==> config.mk <==
export PLATFORM = sky130hd
export DESIGN_NAME = uart_tx_arbiter
export DESIGN_NICKNAME = d
export VERILOG_FILES = /design/src/rtl/uart_arb_pkg.sv /design/src/rtl/uart_arb_rr.sv /design/src/rtl/uart_tx_arbiter.sv
export SDC_FILE = /design/constraint.sdc
export NUM_CORES = 1
export LEC_CHECK = 0
export ABC_CLOCK_PERIOD_IN_PS = 5250
export CAP_MARGIN = 20
export CORE_UTILIZATION = 40
export CTS_CLUSTER_DIAMETER = 150
export DETAILED_ROUTE_END_ITERATION = 7
export PLACE_DENSITY_LB_ADDON = 0.3
export SYNTH_ARGS = -nofsm -noshare
export SYNTH_HDL_FRONTEND = slang
export SYNTH_SLANG_ARGS = --single-unit
==> constraint.sdc <==
create_clock -name clk -period 5.25 [get_ports clk]
set_input_delay 1.05 -clock clk [delete_from_list [all_inputs] [get_ports clk]]
set_output_delay 1.05 -clock clk [all_outputs]
set_load 0.02 [all_outputs]
==> src/rtl/uart_arb_pkg.sv <==
// rtl/uart_arb_pkg.sv - shared state type and sizing helpers for the UART TX arbiter
package uart_arb_pkg;

    localparam int UART_ARB_MAX_REQ = 8;

    typedef enum logic [1:0] {
        IDLE      = 2'd0,
        ISSUE     = 2'd1,
        WAIT_ACK  = 2'd2,
        WAIT_DONE = 2'd3
    } uart_arb_state_e;

    // Width of a requester index; never below one bit so ports stay legal.
    function automatic int uart_arb_id_w(input int num_req);
        return (num_req > 1) ? $clog2(num_req) : 1;
    endfunction

endpackage

==> src/rtl/uart_arb_rr.sv <==
// rtl/uart_arb_rr.sv - combinational round-robin picker starting one slot after ptr
module uart_arb_rr
    import uart_arb_pkg::*;
#(
    parameter int NUM_REQ = 4,
    parameter int IDW     = uart_arb_id_w(NUM_REQ)
) (
    input  logic [NUM_REQ-1:0] req,
    input  logic [IDW-1:0]     ptr,
    output logic [IDW-1:0]     gnt_id,
    output logic               gnt_any
);

    localparam int SW = IDW + 1;

    logic [SW-1:0] slot;

    // Walk from the lowest-priority slot (ptr itself) towards ptr+1 so the
    // highest-priority hit is the one left standing after the loop.
    always_comb begin
        gnt_id  = '0;
        gnt_any = 1'b0;
        slot    = '0;
        for (int k = NUM_REQ; k >= 1; k--) begin
            slot = {1'b0, ptr} + SW'(k);
            if (slot >= SW'(NUM_REQ)) begin
                slot = slot - SW'(NUM_REQ);
            end
            if (req[slot[IDW-1:0]]) begin
                gnt_id  = slot[IDW-1:0];
                gnt_any = 1'b1;
            end
        end
    end

endmodule

==> src/rtl/uart_tx_arbiter.sv <==
// rtl/uart_tx_arbiter.sv - round-robin byte arbiter feeding uart_tx_v2; optional packet lock via UART_ARB_PKT_LOCK_EN
module uart_tx_arbiter
    import uart_arb_pkg::*;
#(
    parameter int NUM_REQ = 4,
    parameter int DW      = 8
) (
    input  logic                       clk,
    input  logic                       rst_n,
    input  logic [NUM_REQ-1:0]         req_valid,
    input  logic [NUM_REQ*DW-1:0]      req_data,
    input  logic [NUM_REQ-1:0]         req_last,
    output logic [NUM_REQ-1:0]         req_ready,
    output logic [DW-1:0]              tx_din,
    output logic                       tx_wr_en,
    input  logic                       tx_busy,
    output logic                       grant_valid,
    output logic [$clog2(NUM_REQ)-1:0] grant_id
);

    localparam int IDW = uart_arb_id_w(NUM_REQ);
    localparam logic [NUM_REQ-1:0] ONE_HOT0 = {{(NUM_REQ-1){1'b0}}, 1'b1};

    uart_arb_state_e      state_q;
    logic [DW-1:0]        tx_din_q;
    logic                 tx_wr_en_q;
    logic [NUM_REQ-1:0]   req_ready_q;
    logic                 grant_valid_q;
    logic [IDW-1:0]       grant_id_q;
    logic [IDW-1:0]       rr_ptr_q;
    logic                 lock_q;

    logic [NUM_REQ-1:0]   cand;
    logic [IDW-1:0]       pick_id;
    logic                 pick_any;
    logic [DW-1:0]        pick_data;
    logic [NUM_REQ-1:0]   pick_onehot;
    logic                 lock_next;

    // While a packet owns the line only the owner may be picked.
    always_comb begin
        cand = req_valid;
        if (lock_q) begin
            cand = req_valid & (ONE_HOT0 << grant_id_q);
        end
    end

    uart_arb_rr #(
        .NUM_REQ (NUM_REQ),
        .IDW     (IDW)
    ) u_rr (
        .req     (cand),
        .ptr     (rr_ptr_q),
        .gnt_id  (pick_id),
        .gnt_any (pick_any)
    );

    // Byte lane of the winning requester.
    always_comb begin
        pick_data = '0;
        for (int i = 0; i < NUM_REQ; i++) begin
            if (pick_id == IDW'(i)) begin
                pick_data = req_data[i*DW +: DW];
            end
        end
    end

    assign pick_onehot = ONE_HOT0 << pick_id;

`ifdef UART_ARB_PKT_LOCK_EN
    // Keep ownership after any byte that does not close its packet.
    assign lock_next = ~req_last[pick_id];
`else
    logic unused_last;
    assign unused_last = ^req_last;
    assign lock_next   = 1'b0;
`endif

    // Arbitration FSM; every output is a register written here.
    always_ff @(posedge clk or negedge rst_n) begin
        if (!rst_n) begin
            state_q       <= IDLE;
            tx_din_q      <= '0;
            tx_wr_en_q    <= 1'b0;
            req_ready_q   <= '0;
            grant_valid_q <= 1'b0;
            grant_id_q    <= '0;
            rr_ptr_q      <= IDW'(NUM_REQ - 1);
            lock_q        <= 1'b0;
        end else begin
            tx_wr_en_q  <= 1'b0;
            req_ready_q <= '0;
            case (state_q)
                IDLE: begin
                    if (!lock_q) begin
                        grant_valid_q <= 1'b0;
                    end
                    // A busy UART here is a character left over from before reset.
                    if (!tx_busy && pick_any) begin
                        tx_din_q      <= pick_data;
                        grant_id_q    <= pick_id;
                        grant_valid_q <= 1'b1;
                        lock_q        <= lock_next;
                        tx_wr_en_q    <= 1'b1;
                        req_ready_q   <= pick_onehot;
                        state_q       <= ISSUE;
                    end
                end
                ISSUE: begin
                    rr_ptr_q <= grant_id_q;
                    state_q  <= WAIT_ACK;
                end
                WAIT_ACK: begin
                    if (tx_busy) begin
                        state_q <= WAIT_DONE;
                    end
                end
                WAIT_DONE: begin
                    if (!tx_busy) begin
                        grant_valid_q <= lock_q;
                        state_q       <= IDLE;
                    end
                end
                default: begin
                    state_q <= IDLE;
                end
            endcase
        end
    end

    assign tx_din      = tx_din_q;
    assign tx_wr_en    = tx_wr_en_q;
    assign req_ready   = req_ready_q;
    assign grant_valid = grant_valid_q;
    assign grant_id    = grant_id_q;

endmodule

# After elaboration in Yosys (flattened, before gate mapping)
# Index checks and enable logic that the tools add are counted.
# W data, S select, Z words.
[totals] elab_cells=75 out_inout_bits=16 ram_bits=0 mem_bits_ro=0 input_bits=43 latchBits=0 register_bits=20 memories=0
[op_classes] n_eq_ne=9 add_sub_neg=8 order_cmp=8 div=0 bitwise_logic=0 n_mux=34 n_reduce_logical=8 multipliers=0 shift=1
[ops] cell="$mux W8" count=4
[ops] cell="$mux W2" count=11
[ops] cell="$ge A3 B3 Y1 const B" count=4
[ops] cell="$lt A2 B3 Y1 const B" count=4
[ops] cell="$mux W1" count=11
[ops] cell="$bmux W1 S2" count=4
[ops] cell="$eq A2 B2 Y1 const B" count=4
[ops] cell="$mux W4" count=2
[ops] cell="$pmux W2 S4" count=1
[ops] cell="$sub A2 B1 Y2 const B" count=4
[ops] cell="$add A2 B2 Y3 const B" count=2
[ops] cell="$ne A2 B2 Y1 const B" count=3
[ops] cell="$eq A2 B1 Y1 const B" count=2
[ops] cell="$logic_not A2 Y1" count=2
[ops] cell="$reduce_and A2 Y1" count=2
[ops] cell="$shl A1 B2 Y4 const A" count=1
[ops] cell="$add A2 B1 Y3 const B" count=1
[ops] cell="$add A2 B3 Y3 const B" count=1
[ops] cell="$reduce_and A3 Y1" count=1
[ops] cell="$pmux W1 S2" count=1
[ops] cell="$reduce_bool A2 Y1" count=1
[ops] cell="$logic_and A1 B1 Y1" count=1
[ops] cell="$logic_not A1 Y1" count=1

# Logic depth before layout (Yosys ltp)
[logic_depth] ltp_word=14 depth_mapped=8 depth_no_buf=8

# Hierarchy
# From an unflattened synthesis, not the netlist that was laid out.
[unflattened] cells_unflattened=104 hier_area_um2=1164.9
[by_module_without_submodules] mod="uart_tx_arbiter" seq_area_each_um2=503.0 cells_per_inst=90 n_inst=1 area_each_um2=1073.5
[by_module_without_submodules] mod="uart_arb_rr" seq_area_each_um2=0.0 cells_per_inst=14 n_inst=1 area_each_um2=91.3

# Least setup slack after synthesis
# OpenSTA, ideal clock, no wires.
[synth_path] path_kind="input -> register" from="input port req_valid[1]" to="register tx_din_q[0] (netlist: tx_din[0])" path_buffers=1 t_arrival_ps=2235 setup_ps=120 required_ps=5130 stages=6 path_slack_ps=2895 path_cell_list="o21a_1 > o21ai_4 > nand3_4 > buf_6 > mux2_4 > o211a_1"
[synth_via] elab_chain_len=11 elab_cells_between_ends=26 cone_classes="eq/ne (3); mux (20); reduce/logical (3)"
[synth_rtl] item="start: declaration" line="uart_tx_arbiter.sv:10" text="input logic [NUM_REQ-1:0] req_valid,"
[synth_rtl] item="$bmux W1 S2" line="uart_arb_rr.sv:29" text="if (req[slot[IDW-1:0]]) begin"
[synth_rtl] item="$mux W1 (not written as such)" line="uart_arb_rr.sv:29"
[synth_rtl] item="$mux W2 (4 in a row)" line="uart_arb_rr.sv:29"
[synth_rtl] item="$logic_not A2 Y1" line="uart_tx_arbiter.sv:62" text="if (pick_id == IDW'(i)) begin"
[synth_rtl] item="$mux W8 (4 in a row)" line="uart_tx_arbiter.sv:62"
[synth_rtl] item="end signal: assignment" line="uart_tx_arbiter.sv:100" text="tx_din_q <= pick_data;"
[synth_rtl] item="end: declaration" line="uart_tx_arbiter.sv:25" text="logic [DW-1:0] tx_din_q;"
# Several ways; a longest one is shown, not always the timed one. The select of a mux whose other input is x is not followed.
# A chain may end at the register's enable or synchronous reset.

# Worst setup path after layout
[layout_path] from="input port req_valid[1]" to="register tx_din_q[6] (netlist: tx_din[6])"
# Same word-level chain as after synthesis.

==> results.sh <==
export IMPL_min_from="grant_id[1]"
export IMPL_dp_hpwl_um=2440
export IMPL_cts_sinks=20
export IMPL_synth_cell_types=35
export IMPL_grt_pass1_vias=1230
export IMPL_post_cts_resized=0
export IMPL_postCtsSetupBuffers=0
export IMPL_cts_buffer_depth=2
export IMPL_synth_area_mm2=0.00128
export IMPL_grt_pass1_wl_um=5420
export IMPL_timing_rr_start="state_q[1]"
export IMPL_cp_arrival_ns=3.30
export IMPL_finalMaxSlewViolations=0
export IMPL_ff2ff_setup_slack_ns=2.82
export IMPL_dieArea_mm2=0.00342
export IMPL_fmax_mhz=327
export IMPL_final_common_cell="clkdlybuf4s50_1"
export IMPL_die_y_um=58.5
export IMPL_ys_seq_elements=20
export IMPL_final_min_clock_period_ns=3.06
export IMPL_cts_tree="done"
export IMPL_synth_edf_count=0
export IMPL_grt_max_degree=21
export IMPL_numCtsBuffers=3
export IMPL_clk_pin_slew_ns=0.11
export IMPL_area_delta_synth_final_pct=48.8
export IMPL_place_ws_ns=1.86
export IMPL_ys_flop_type="dfrtp_1"
export IMPL_setup_viol=0
export IMPL_fin_ws_ns=2.19
export IMPL_leakage_nw=0.782
export IMPL_setup_tns_ns=0
export IMPL_antenna_found_initial=0
export IMPL_cts_root_buf="clkbuf_4"
export IMPL_via_count=1215
export IMPL_grt_use_total_pct=21.0
export IMPL_clock_skew_final_ns=0.0235
export IMPL_core_area_mm2=0.00305
export IMPL_worst_pin_slew_ns=0.968
export IMPL_synth_async_reset_ratio_pct=100
export IMPL_drtIter0Drc=70
export IMPL_startpoint_type="input port"
export IMPL_powerDensity_mw_per_mm2=471
export IMPL_final_hold_violation_count=0
export IMPL_antenna_left=0
export IMPL_die_x_um=58.5
export IMPL_fin_crit_sh_pct=58.3
export IMPL_rsz0062_at_grt="no"
export IMPL_drc_errors=0
export IMPL_path_max_fanout=15
export IMPL_syn_num_nets=172
export IMPL_io_pins=59
export IMPL_layout_drive_gt1_share_pct=11.7
export IMPL_start_util_pct=41.8
export IMPL_nets=227
export IMPL_hold_buffers=0
export IMPL_syn_area_per_cell_um2=10.2
export IMPL_yosys_warnings=0
export IMPL_drt_wl_total_um=3300
export IMPL_grt_overflow_total=0
export IMPL_crit_path_start="req_valid[1]"
export IMPL_ir_drop_v=0.000220
export IMPL_wl_per_cell_um=14.8
export IMPL_syn_inst=125
export IMPL_ys_seq_area_share_pct=39.4
export IMPL_cts_max_level=1
export IMPL_fill_cells=265
export IMPL_status="finished, final reports clean"
export IMPL_worstSetupEndpointType="flip-flop"
export IMPL_detail_route_first_pass_iterations=4
export IMPL_max_cap_violations=0
export IMPL_critPathKind="input port to flip-flop"
export IMPL_portBuffers=54
export IMPL_rows=20
export IMPL_insertedDiodeCount=0
export IMPL_required_ns=5.49
export IMPL_maxSlewHeadroom_pct=35.2
export IMPL_clk_latency_ns=0.32
export IMPL_vias_per_cell=5.45
export IMPL_hold_path_class="flip-flop to flip-flop"
export IMPL_final_cell_mix="54 x clkdlybuf4s50_1, 18 x dfrtp_1, 13 x o21ai_0"
export IMPL_place_congestion=0.778
## routing by layer
layer | part of all wire (%) | GRT usage (%) | up-vias
met3 | 7.6 | 6.15 | 9
met1 | 40 | 24.3 | 564
li1 | - | - | 581
met2 | 50 | 36.5 | 61
met4 | 1.8 | 8.50 | 0
met5 | 0 | 0 | -
## logic make-up (layout without fill, tap and decap cells)
kind of cell    Yosys count  in the layout  share of synthesized area, %
fa+ha+maj                 4              4                          3.92
mux                      11             11                          11.0
compound gates           43             43                          23.5
simple gates             36             36                          18.2
buf+inv                  11             65                          4.02
flops                    20             20                          39.4
## path summary, 6_finish.rpt
check,depth (start not counted),end
worst min register to register,2,grant_id[1]
min in group asynchronous,1,grant_valid
worst max register to register,7,tx_din[6]
worst min-delay path,2,grant_id[1]
worst max-delay path,7,tx_din[6]
max in group asynchronous,1,grant_id[0]
## cell type report
class | count | area, µm² | area share [%]
multi-input combinational | 94 | 723 | 38.1
timing repair buffer | 54 | 541 | 28.4
sequential | 20 | 503 | 26.5
tap | 44 | 55.1 | 2.90
clock inverter | 1 | 30.0 | 1.58
inverter | 7 | 26.3 | 1.38
clock buffer | 3 | 22.5 | 1.18
## power by group
group,switching [mW],internal [mW],total (mW)
sequential,0.0433,0.222,0.266
combinational,0.251,0.250,0.501
clock,0.0521,0.0772,0.129
## flip-flops by register name, indices dropped and copies added (netlist names)
| signal | flops |
|---|---|
| tx_din | 8 |
| grant_id | 2 |
| grant_valid | 1 |
| req_ready | 4 |
| state_q | 2 |
| rr_ptr_q | 2 |
| tx_wr_en | 1 |
## worst max-delay path, stage by stage
cell,delay [ns]
clkdlybuf4s50_1,0.53
nor4_1,0.38
or3_1,0.53
inv_1,0.21
o21a_1,0.16
inv_1,0.23
o211a_1,0.21
## Yosys cell counts, types with 2 or more instances
library cell  number  area [µm²]
a21oi_1            5        25.0
a31oi_1            8        50.1
and2_1             2        12.5
buf_2              2        10.0
dfrtp_1           18         450
dfstp_2            2        52.6
ha_1               4        50.1
inv_1              7        26.3
mux2_2             4        45.0
mux2_4             5        75.1
mux2i_1            2        20.0
nand2_1            2        7.51
nand2b_1          10        62.6
nor2_1             2        7.51
nor3b_1            3        22.5
nor4_1             9        56.3
o211a_1            8        80.1
o21a_1             3        22.5
o21ai_0           13        65.1
## metrics by stage
| step | utilization [%] | hold slack [ns] | cells | area [µm²] | total power, mW |
|---|---|---|---|---|---|
| 5_1_grt | 62.3 | 0.567 | 223 | 1900 | 0.959 |
| 4_1_cts | 62.3 | 0.538 | 223 | 1900 | 0.901 |
| 3_5_place_dp | 60.5 | 0.512 | 219 | 1850 | 0.771 |
| 3_3_place_gp | 60.5 | 0.499 | 219 | 1850 | 0.749 |
| 6_report | 62.3 | 0.534 | 223 | 1900 | 0.896 |
| 2_1_floorplan | - | 0.561 | 125 | 1280 | 0.589 |
Note: power is estimated with default switching activity, not from simulation.
